[src/rtl/therm_meter_pkg.sv]
// Shared types and helpers for the thermometer peak meter.
//   state_t     : peak-hold FSM states (TRACK, HOLD, DECAY)
//   out_width() : bar width for a given level width (2**value_w - 1)
//   therm_of()  : thermometer code of a level, LSB-aligned, THERM_MAX_W bits;
//                 callers truncate to their own bar width
package therm_meter_pkg;

  localparam int unsigned THERM_MAX_W = 255;

  typedef enum logic [1:0] {
    TRACK = 2'd0,
    HOLD  = 2'd1,
    DECAY = 2'd2
  } state_t;

  // Bar width for a level of value_w bits.
  function automatic int unsigned out_width(input int unsigned value_w);
    return (32'd1 << value_w) - 32'd1;
  endfunction

  // Bit i set iff level > i.
  function automatic logic [THERM_MAX_W-1:0] therm_of(input int unsigned level);
    logic [THERM_MAX_W-1:0] code;
    code = '0;
    for (int unsigned i = 0; i < THERM_MAX_W; i++) begin
      code[i] = (level > i);
    end
    return code;
  endfunction

endpackage

[src/rtl/therm_encode.sv]
// Combinational level -> thermometer encoder.
//   level  : VALUE_W-bit unsigned level
//   code_c : OUT_W-bit thermometer code, bit i = 1 iff level > i
module therm_encode
  import therm_meter_pkg::*;
#(
  parameter int unsigned VALUE_W = 3,
  localparam int unsigned OUT_W  = out_width(VALUE_W)
) (
  input  logic [VALUE_W-1:0] level,
  output logic [OUT_W-1:0]   code_c
);

  assign code_c = OUT_W'(therm_of(32'(level)));

endmodule

[src/rtl/therm_peak_meter.sv]
// Thermometer bar meter with peak-hold marker.
// Samples a level, drives a registered thermometer bar, and tracks a peak
// that is held for HOLD_CYCLES after a new peak, then decays one step every
// DECAY_CYCLES cycles until it meets the live level again.
// Optional feature: define THERM_PEAK_METER_PEAK_HOLD_EN to build the
// peak-hold FSM; without it the peak simply follows the sampled level.
// Ports:
//   clk          : clock, all state on rising edge
//   rst_n        : synchronous active-low reset
//   sample_valid : capture value this cycle
//   value        : VALUE_W-bit unsigned level
//   therm        : registered thermometer code of the last sampled level
//   peak         : current peak level
//   peak_dot     : one-hot marker, bit (peak-1); zero when peak == 0
//   holding      : high while the FSM is outside TRACK
module therm_peak_meter
  import therm_meter_pkg::*;
#(
  parameter int unsigned VALUE_W      = 3,
  parameter int unsigned HOLD_CYCLES  = 4,
  parameter int unsigned DECAY_CYCLES = 2,
  localparam int unsigned OUT_W       = out_width(VALUE_W)
) (
  input  logic               clk,
  input  logic               rst_n,
  input  logic               sample_valid,
  input  logic [VALUE_W-1:0] value,
  output logic [OUT_W-1:0]   therm,
  output logic [VALUE_W-1:0] peak,
  output logic [OUT_W-1:0]   peak_dot,
  output logic               holding
);

  // Parameter sanity checks at elaboration.
  if (HOLD_CYCLES < 1) begin : g_hold_chk
    $error("therm_peak_meter: HOLD_CYCLES must be >= 1");
  end
  if (DECAY_CYCLES < 1) begin : g_decay_chk
    $error("therm_peak_meter: DECAY_CYCLES must be >= 1");
  end

  logic [VALUE_W-1:0] level_q;
  logic [VALUE_W-1:0] level_d;
  logic [VALUE_W-1:0] peak_d;
  logic               holding_d;
  logic [OUT_W-1:0]   therm_c;
  logic [OUT_W-1:0]   peak_code_c;

  // Level after this edge's sample; also feeds the decay-exit compare.
  assign level_d = sample_valid ? value : level_q;

  therm_encode #(.VALUE_W(VALUE_W)) u_therm_enc (
    .level  (level_d),
    .code_c (therm_c)
  );

  therm_encode #(.VALUE_W(VALUE_W)) u_peak_enc (
    .level  (peak_d),
    .code_c (peak_code_c)
  );

`ifdef THERM_PEAK_METER_PEAK_HOLD_EN

  localparam int unsigned CNT_MAX = (HOLD_CYCLES > DECAY_CYCLES) ? HOLD_CYCLES : DECAY_CYCLES;
  localparam int unsigned CNT_W   = $clog2(CNT_MAX + 1);
  localparam logic [CNT_W-1:0] HOLD_LOAD  = CNT_W'(HOLD_CYCLES - 1);
  localparam logic [CNT_W-1:0] DECAY_LOAD = CNT_W'(DECAY_CYCLES - 1);

  state_t             state_q;
  state_t             state_d;
  logic [CNT_W-1:0]   hold_cnt_q;
  logic [CNT_W-1:0]   hold_cnt_d;
  logic [CNT_W-1:0]   decay_cnt_q;
  logic [CNT_W-1:0]   decay_cnt_d;
  logic [VALUE_W-1:0] peak_m1;

  // Peak-hold next-state logic.
  always_comb begin
    state_d     = state_q;
    hold_cnt_d  = hold_cnt_q;
    decay_cnt_d = decay_cnt_q;
    peak_d      = peak;
    peak_m1     = peak - VALUE_W'(1);

    if (sample_valid && (value >= peak)) begin
      // New or equal peak always (re)arms the hold, whatever the state.
      peak_d     = value;
      hold_cnt_d = HOLD_LOAD;
      state_d    = HOLD;
    end else begin
      unique case (state_q)
        TRACK: begin
          // A sample below the peak starts a hold on the current peak.
          if (sample_valid) begin
            hold_cnt_d = HOLD_LOAD;
            state_d    = HOLD;
          end
        end
        HOLD: begin
          if (hold_cnt_q != '0) begin
            hold_cnt_d = hold_cnt_q - CNT_W'(1);
          end else begin
            decay_cnt_d = DECAY_LOAD;
            state_d     = DECAY;
          end
        end
        DECAY: begin
          if (decay_cnt_q != '0) begin
            decay_cnt_d = decay_cnt_q - CNT_W'(1);
          end else if ((peak == '0) || (peak_m1 <= level_d)) begin
            // Next step would reach the live level: snap and resume tracking.
            peak_d  = level_d;
            state_d = TRACK;
          end else begin
            peak_d      = peak_m1;
            decay_cnt_d = DECAY_LOAD;
          end
        end
        default: begin
          state_d = TRACK;
        end
      endcase
    end
  end

  assign holding_d = (state_d != TRACK);

  // FSM state and counters.
  always_ff @(posedge clk) begin
    if (!rst_n) begin
      state_q     <= TRACK;
      hold_cnt_q  <= '0;
      decay_cnt_q <= '0;
    end else begin
      state_q     <= state_d;
      hold_cnt_q  <= hold_cnt_d;
      decay_cnt_q <= decay_cnt_d;
    end
  end

`else

  // Without peak hold the marker follows the sampled level.
  assign peak_d    = level_d;
  assign holding_d = 1'b0;

`endif

  // Output registers; the dot is the XOR of the peak code with itself
  // shifted down, leaving only bit (peak-1).
  always_ff @(posedge clk) begin
    if (!rst_n) begin
      level_q  <= '0;
      therm    <= '0;
      peak     <= '0;
      peak_dot <= '0;
      holding  <= 1'b0;
    end else begin
      level_q  <= level_d;
      therm    <= therm_c;
      peak     <= peak_d;
      peak_dot <= peak_code_c ^ (peak_code_c >> 1);
      holding  <= holding_d;
    end
  end

endmodule

[config.mk]
export PLATFORM = sky130hd
export DESIGN_NAME = therm_peak_meter
export DESIGN_NICKNAME = d
export VERILOG_FILES = /design/src/rtl/therm_meter_pkg.sv /design/src/rtl/therm_encode.sv /design/src/rtl/therm_peak_meter.sv
export SDC_FILE = /design/constraint.sdc
export NUM_CORES = 1
export LEC_CHECK = 0
export CAP_MARGIN = 20
export CELL_PAD_IN_SITES_DETAIL_PLACEMENT = 1
export CELL_PAD_IN_SITES_GLOBAL_PLACEMENT = 2
export CORE_MARGIN = 2
export CORE_UTILIZATION = 25
export CTS_BUF_LIST = sky130_fd_sc_hd__clkbuf_16
export DETAILED_ROUTE_END_ITERATION = 10
export PLACE_DENSITY = 0.84
export SETUP_SLACK_MARGIN = 0.3
export SKIP_LAST_GASP = 1
export SYNTH_ARGS = -nofsm -noshare
export SYNTH_HDL_FRONTEND = slang
export SYNTH_SLANG_ARGS = --single-unit
export TNS_END_PERCENT = 20
[constraint.sdc]
create_clock -name clk -period 1.8 [get_ports clk]
set_input_delay 0.54 -clock clk [delete_from_list [all_inputs] [get_ports clk]]
set_output_delay 0.54 -clock clk [all_outputs]
set_load 0.01 [all_outputs]
==> results of run 1 <==
## cells in the mapped netlist
cell | n | area (sq um)
mux2i_1 | 1 | 10.0
nor3_1 | 2 | 10.0
dfxtp_1 | 15 | 300
and2_1 | 2 | 12.5
a21oi_1 | 1 | 5.00
nor3_2 | 1 | 10.0
o21ai_1 | 2 | 10.0
inv_2 | 1 | 3.75
nor2b_1 | 1 | 6.26
nor2_1 | 6 | 22.5
and3_1 | 1 | 6.26
inv_1 | 3 | 11.3
o21a_1 | 1 | 7.51
mux2i_4 | 2 | 45.0
nor2b_2 | 1 | 8.76
buf_6 | 1 | 11.3
mux2_4 | 1 | 15.0
and3b_1 | 1 | 8.76
nand2_1 | 4 | 15.0
conb_1 | 1 | 3.75
nand2b_4 | 1 | 13.8
buf_4 | 3 | 22.5
## placed cells by master, fill, tap and decap left out
cell              n
a21oi_1           1
and2_1            2
and3_1            1
mux2i_1           1
o21ai_1           2
inv_2             1
nor2b_1           1
nor2_1            6
nor2b_2           1
clkdlybuf4s50_1  14
mux2i_4           2
nand2_2           1
o21a_1            1
dlygate4sd2_1     6
conb_1            1
nand2b_4          1
dfxtp_2           2
buf_6             1
nand2_1           3
buf_4             3
mux2_4            1
inv_1             3
nor3_2            1
clkbuf_16         3
nor3_1            2
dfxtp_1          13
and3b_1           1
dlymetal6s2s_1    2
clkinv_2          1
## per-stage QoR
step / instance area (sq um) / cells / setup TNS (ns)
6_report: 897 / 106 / 0
5_1_grt: 897 / 106 / 0
4_1_cts: 892 / 106 / 0
3_5_place_dp: 803 / 101 / -0.451
2_1_floorplan: 559 / 52 / 0
3_3_place_gp: 803 / 101 / -0.220
## what timing repair did
item	CTS	global route
buffers inserted	1	0
resized for setup	10	2
pin swaps	1	0
setup endpoints to repair	31	13
## flip-flops by register name, indices dropped and copies added, names as in the netlist
signal    count
therm         7
peak_dot      6
level_q       2
## layout make-up
class                   count  area, sq um  share of cell area
well taps                  28         35.0              0.0391
flip-flops and latches     15          303               0.338
clock inverters             1         5.00             0.00558
inverters                   4         15.0              0.0167
repair buffers             26          251               0.280
multi-input cells          29          213               0.237
clock buffers               3         75.1              0.0837
## worst max path at each step
stage	from	to	slack (ns)	cells past startpoint
floorplan	sample_valid	therm[1]	0.51	4
global placement	sample_valid	therm[1]	-0.07	5
detailed placement	sample_valid	therm[1]	-0.09	5
CTS	therm[6]	peak_dot[6]	0.16	1
global route	therm[4]	therm[4]	0.15	1
finish	therm[4]	therm[4]	0.18	1
## power breakdown
part           leakage, nW  internal (mW)  switching (mW)
registers            0.124          0.350         0.00799
clock network       0.0409          0.296           0.126
logic                0.278         0.0668          0.0527
total                0.443          0.713           0.186
## kinds of logic (layout without fill, tap and decap cells)
group,Yosys count,in the layout,share of synthesized area
other,1,1,0.00670
AOI/OAI and AO/OA,4,4,0.0403
muxes,4,4,0.125
buffers and inverters,8,34,0.0872
and+or+nand+nor,20,20,0.204
DFF,15,15,0.537
## routing by layer
layer  vias to the layer above  GRT usage  wire [um]
met5                         -          0          0
met4                         0     0.0658         13
met3                         2     0.0380         74
met2                        13      0.186        605
met1                       197      0.118        490
li1                        213          -          -
==> reports/results.ini, run 1 <==
[run_status]
status = finished clean

[sta]
fmax_ghz = 0.615
postLayoutSetupSlackWorst_ns = 0.175
rsz0062_at_grt = yes
final_hold_viol_count = 0
hold_slack_ns = 0.610
min_period_ns = 1.62
setup-violations-final = 0
skew_ns = 0.00428
period_share = 0.903
slew_violations = 0

[critical_path]
end_kind = output port
path_class = flip-flop to output port
arrival_ns = 1.08
crit_slowest_cell = clkdlybuf4s50_1
slowest_delay_ns = 0.53
start_kind = flip-flop
crit_fanout = 1
rrSetupSlack_ns = 0.85
crit_buf_inv = 1
cp.required_ns = 1.26
path_cells = clkdlybuf4s50_1
reg2reg_depth = 3
rr_startpoint = level_q[0]
path_delay_family = buffers and inverters
reg2reg_to = therm[4]

[logic_synthesis]
synth-seq-area-share = 0.537
ys_types = 22
synth_seq_cells = 15
synthCells = 52
syn_avg_cell_area_sq_um = 10.8
synth.cell_area_sq_um = 559
mappedNetlistNets = 58
yosys_warnings = 0

[floorplan]
die_area_sq_um = 2630
fp.dieH_um = 51.3
row_count = 17
coreArea_sq_um = 2170
start_util = 0.258
pin_count = 24
fp.dieW_um = 51.3

[clock_network]
hold_buffers = 0
tritoncts.num_buffers = 3
htree_levels = 1
clkTransAtPathRegs_ns = 0.05
cts_tree = done
cts_sinks = 15
clockBufferDepth = 2
clkLatencyLatePin_ns = 0.24
cts_root_buf = clkbuf_16

[final_layout]
antennaDiodeCount = 0
syn_to_final_growth_pct = 60.4
final_nets = 85
fillers = 255
final_util = 0.413
final_layout_size_suffix_gt1_frac = 0.231

[global_route]
antenna_found_initial = 0
grt_usage = 0.110
overflow = 0
grt_pass1_wl_um = 2040
grt_pass1_vias = 434
grt_max_degree = 10

[min_path]
timing.hold.worst_endpoint = peak_dot[2]
hold_class = flip-flop to flip-flop
hp-start = therm[3]
hold_depth = 3

[placement]
gp_congestion = 0.764
place_hpwl_um = 886
io_buffers = 22
place_ws_ns = -0.0934

[routing]
drt_iter0_drc = 0
finalWirelength_um = 1180
wire_per_inst_um = 11.2
route.detailed.drc = 0
dr_total_vias = 425
first_pass_iters = 1
final_antenna_net_count = 0
post_drt_via_cell_ratio = 4.01

[run]
cap_violations = 0

[pwr]
p_per_area_nw_per_um2 = 1000
ir_drop_mv = 0.476
power.leakage_nw = 0.443
power_uw = 899

(Power assumes the default switching activity.)
==> inputs of run 2 (changes only) <==
--- a/config.mk
+++ b/config.mk
@@ -14,6 +14,7 @@
 export DETAILED_ROUTE_END_ITERATION = 10
 export PLACE_DENSITY = 0.84
 export SETUP_SLACK_MARGIN = 0.3
+export SKIP_CTS_REPAIR_TIMING = 1
 export SKIP_LAST_GASP = 1
 export SYNTH_ARGS = -nofsm -noshare
 export SYNTH_HDL_FRONTEND = slang
==> run 2 against run 1 <==
  * Largest power group unchanged
  * Global-route usage down 0.25 points
  * Highest routed layer unchanged
  * Sequential share of layout area down 0.28 points
  * Register-to-register slack about the same
  * Clock skew down 0.00081 ns
  * Via count down 0.47%
==> reports/results.ini, run 2 (synthesized netlist as in run 1, its figures left out) <==
[run_status]
status = finished clean

[critical_path]
rr_startpoint = therm[3]
arrival_ns = 1.14  ; +0.06 ns
path_class = flip-flop to output port
path_delay_family = buffers and inverters
crit_slowest_cell = clkdlybuf4s50_1
start_kind = flip-flop
cp.depth = 1  ; unchanged
reg2reg_to = therm[2]
path_cells = clkdlybuf4s50_1
crit_fanout = 4  ; +3
crit_start = therm[3]
critPathCapture = therm[3]
cp.required_ns = 1.26  ; about the same
rrSetupSlack_ns = 0.85  ; about the same
crit_buf_inv = 1  ; unchanged
reg2reg_depth = 3  ; unchanged
slowest_delay_ns = 0.54  ; about the same
end_kind = output port

[sta]
setup_tns_ns = 0  ; unchanged
hold_slack_ns = 0.611  ; +0.000651 ns
min_period_ns = 1.68  ; +0.0586 ns
skew_ns = 0.00348  ; -0.000805 ns
postLayoutSetupSlackWorst_ns = 0.117  ; -0.0586 ns
fmax_ghz = 0.594  ; -3.5%
rsz0062_at_grt = yes
slew_violations = 0  ; unchanged
setup-violations-final = 0  ; unchanged
final_hold_viol_count = 0  ; unchanged
period_share = 0.935  ; +0.0325

[routing]
post_drt_via_cell_ratio = 4.03  ; +0.48%
first_pass_iters = 2  ; +1
final_antenna_net_count = 0  ; unchanged
wire_per_inst_um = 11.3  ; +1.3%
drt_iter0_drc = 1  ; +1
dr_total_vias = 423  ; -0.47%
route.detailed.drc = 0  ; unchanged
finalWirelength_um = 1190  ; +0.34%

[min_path]
hold_class = flip-flop to flip-flop

[clock_network]
clockBufferDepth = 2  ; unchanged
cts_tree = done
cts_root_buf = clkbuf_16
tritoncts.num_buffers = 3  ; unchanged
clkLatencyLatePin_ns = 0.24  ; about the same
clkTransAtPathRegs_ns = 0.05  ; about the same
htree_levels = 1  ; unchanged
cts_sinks = 15  ; unchanged

[global_route]
grt_usage = 0.108  ; -0.00245
grt_pass1_wl_um = 1990  ; -2.0%
antenna_found_initial = 0  ; unchanged
grt_max_degree = 10  ; unchanged
grt_pass1_vias = 426  ; -1.8%
overflow = 0  ; unchanged

[run]
cap_violations = 0  ; unchanged

[final_layout]
final_util = 0.415  ; +0.00173
top_register = therm
antennaDiodeCount = 0  ; unchanged
top_regs = therm (7), peak_dot (6), level_q (2)
final_nets = 84  ; -1.2%
final_layout_size_suffix_gt1_frac = 0.208  ; -0.0230
layout_common_cells = clkdlybuf4s50_1, dfxtp_1, nor2_1
layout_commonest_cell = clkdlybuf4s50_1
fillers = 252  ; -1.2%
syn_to_final_growth_pct = 61.1
largest_reg_flops = 7  ; unchanged

[floorplan]
fp.dieW_um = 51.3  ; unchanged
die_area_sq_um = 2630  ; unchanged
start_util = 0.258  ; unchanged
pin_count = 24  ; unchanged
coreArea_sq_um = 2170  ; unchanged
row_count = 17  ; unchanged
fp.dieH_um = 51.3  ; unchanged

[placement]
place_ws_ns = -0.0934  ; unchanged
place_hpwl_um = 886  ; unchanged
io_buffers = 22  ; unchanged
gp_congestion = 0.764  ; unchanged

[pwr]
power_uw = 901  ; +0.19%
ir_drop_mv = 0.504  ; +5.8%
p_per_area_nw_per_um2 = 1000  ; -0.23%
power.leakage_nw = 0.437  ; -1.3%

[run 2: cell types whose count changed in the layout (fill, tap and decap cells not counted)]
cell	before	now
buf_4	3	2
clkdlybuf4s50_1	14	18
dfxtp_1	13	14
dlymetal6s2s_1	2	4
dlygate4sd2_1	6	0
dfxtp_2	2	1
[run 2: worst min-delay path by stage]
stage	start	endpoint	cells after the start
final	therm[3]	peak_dot[2]	3
after global routing	therm[3]	peak_dot[2]	3
after CTS	level_q[1]	level_q[1]	2
after detailed placement	level_q[1]	level_q[1]	2
after global placement	level_q[1]	level_q[1]	2
after floorplan	level_q[0]	therm[6]	2
[run 2: cell type report]
type	instances	area, sq um	area share
Sequential cell	15	302	0.335
Tap cell	28	35.0	0.0389
Clock inverter	1	5.00	0.00556
Timing Repair Buffer	25	256	0.285
Clock buffer	3	75.1	0.0833
Multi-Input combinational cell	29	213	0.236
Inverter	4	15.0	0.0167
[run 2: worst register-to-register path: stages (launching register included)]
cell and delay, ns:
dfxtp_2 0.33, mux2i_4 0.22, o21ai_1 0.11, and2_1 0.17
[run 2: per-layer routing]
metal,wire [um],share of wire,track usage,up-vias
met4,10,0.0084,0.0658,0
met2,630,0.53,0.182,13
met3,74,0.062,0.0380,2
met1,474,0.40,0.115,198
met5,0,0,0,-
li1,-,-,-,210
[run 2: stage by stage]
step                area, sq um  cells
floorplan                   559     52
global placement            803    101
detailed placement          803    101
CTS                         883    105
global route                901    105
finish                      901    105
[run 2: report_power, final]
part / internal [mW] / switching, mW
Sequential: 0.350 / 0.00809
Combinational: 0.0684 / 0.0523
Clock: 0.296 / 0.126
Total: 0.714 / 0.187
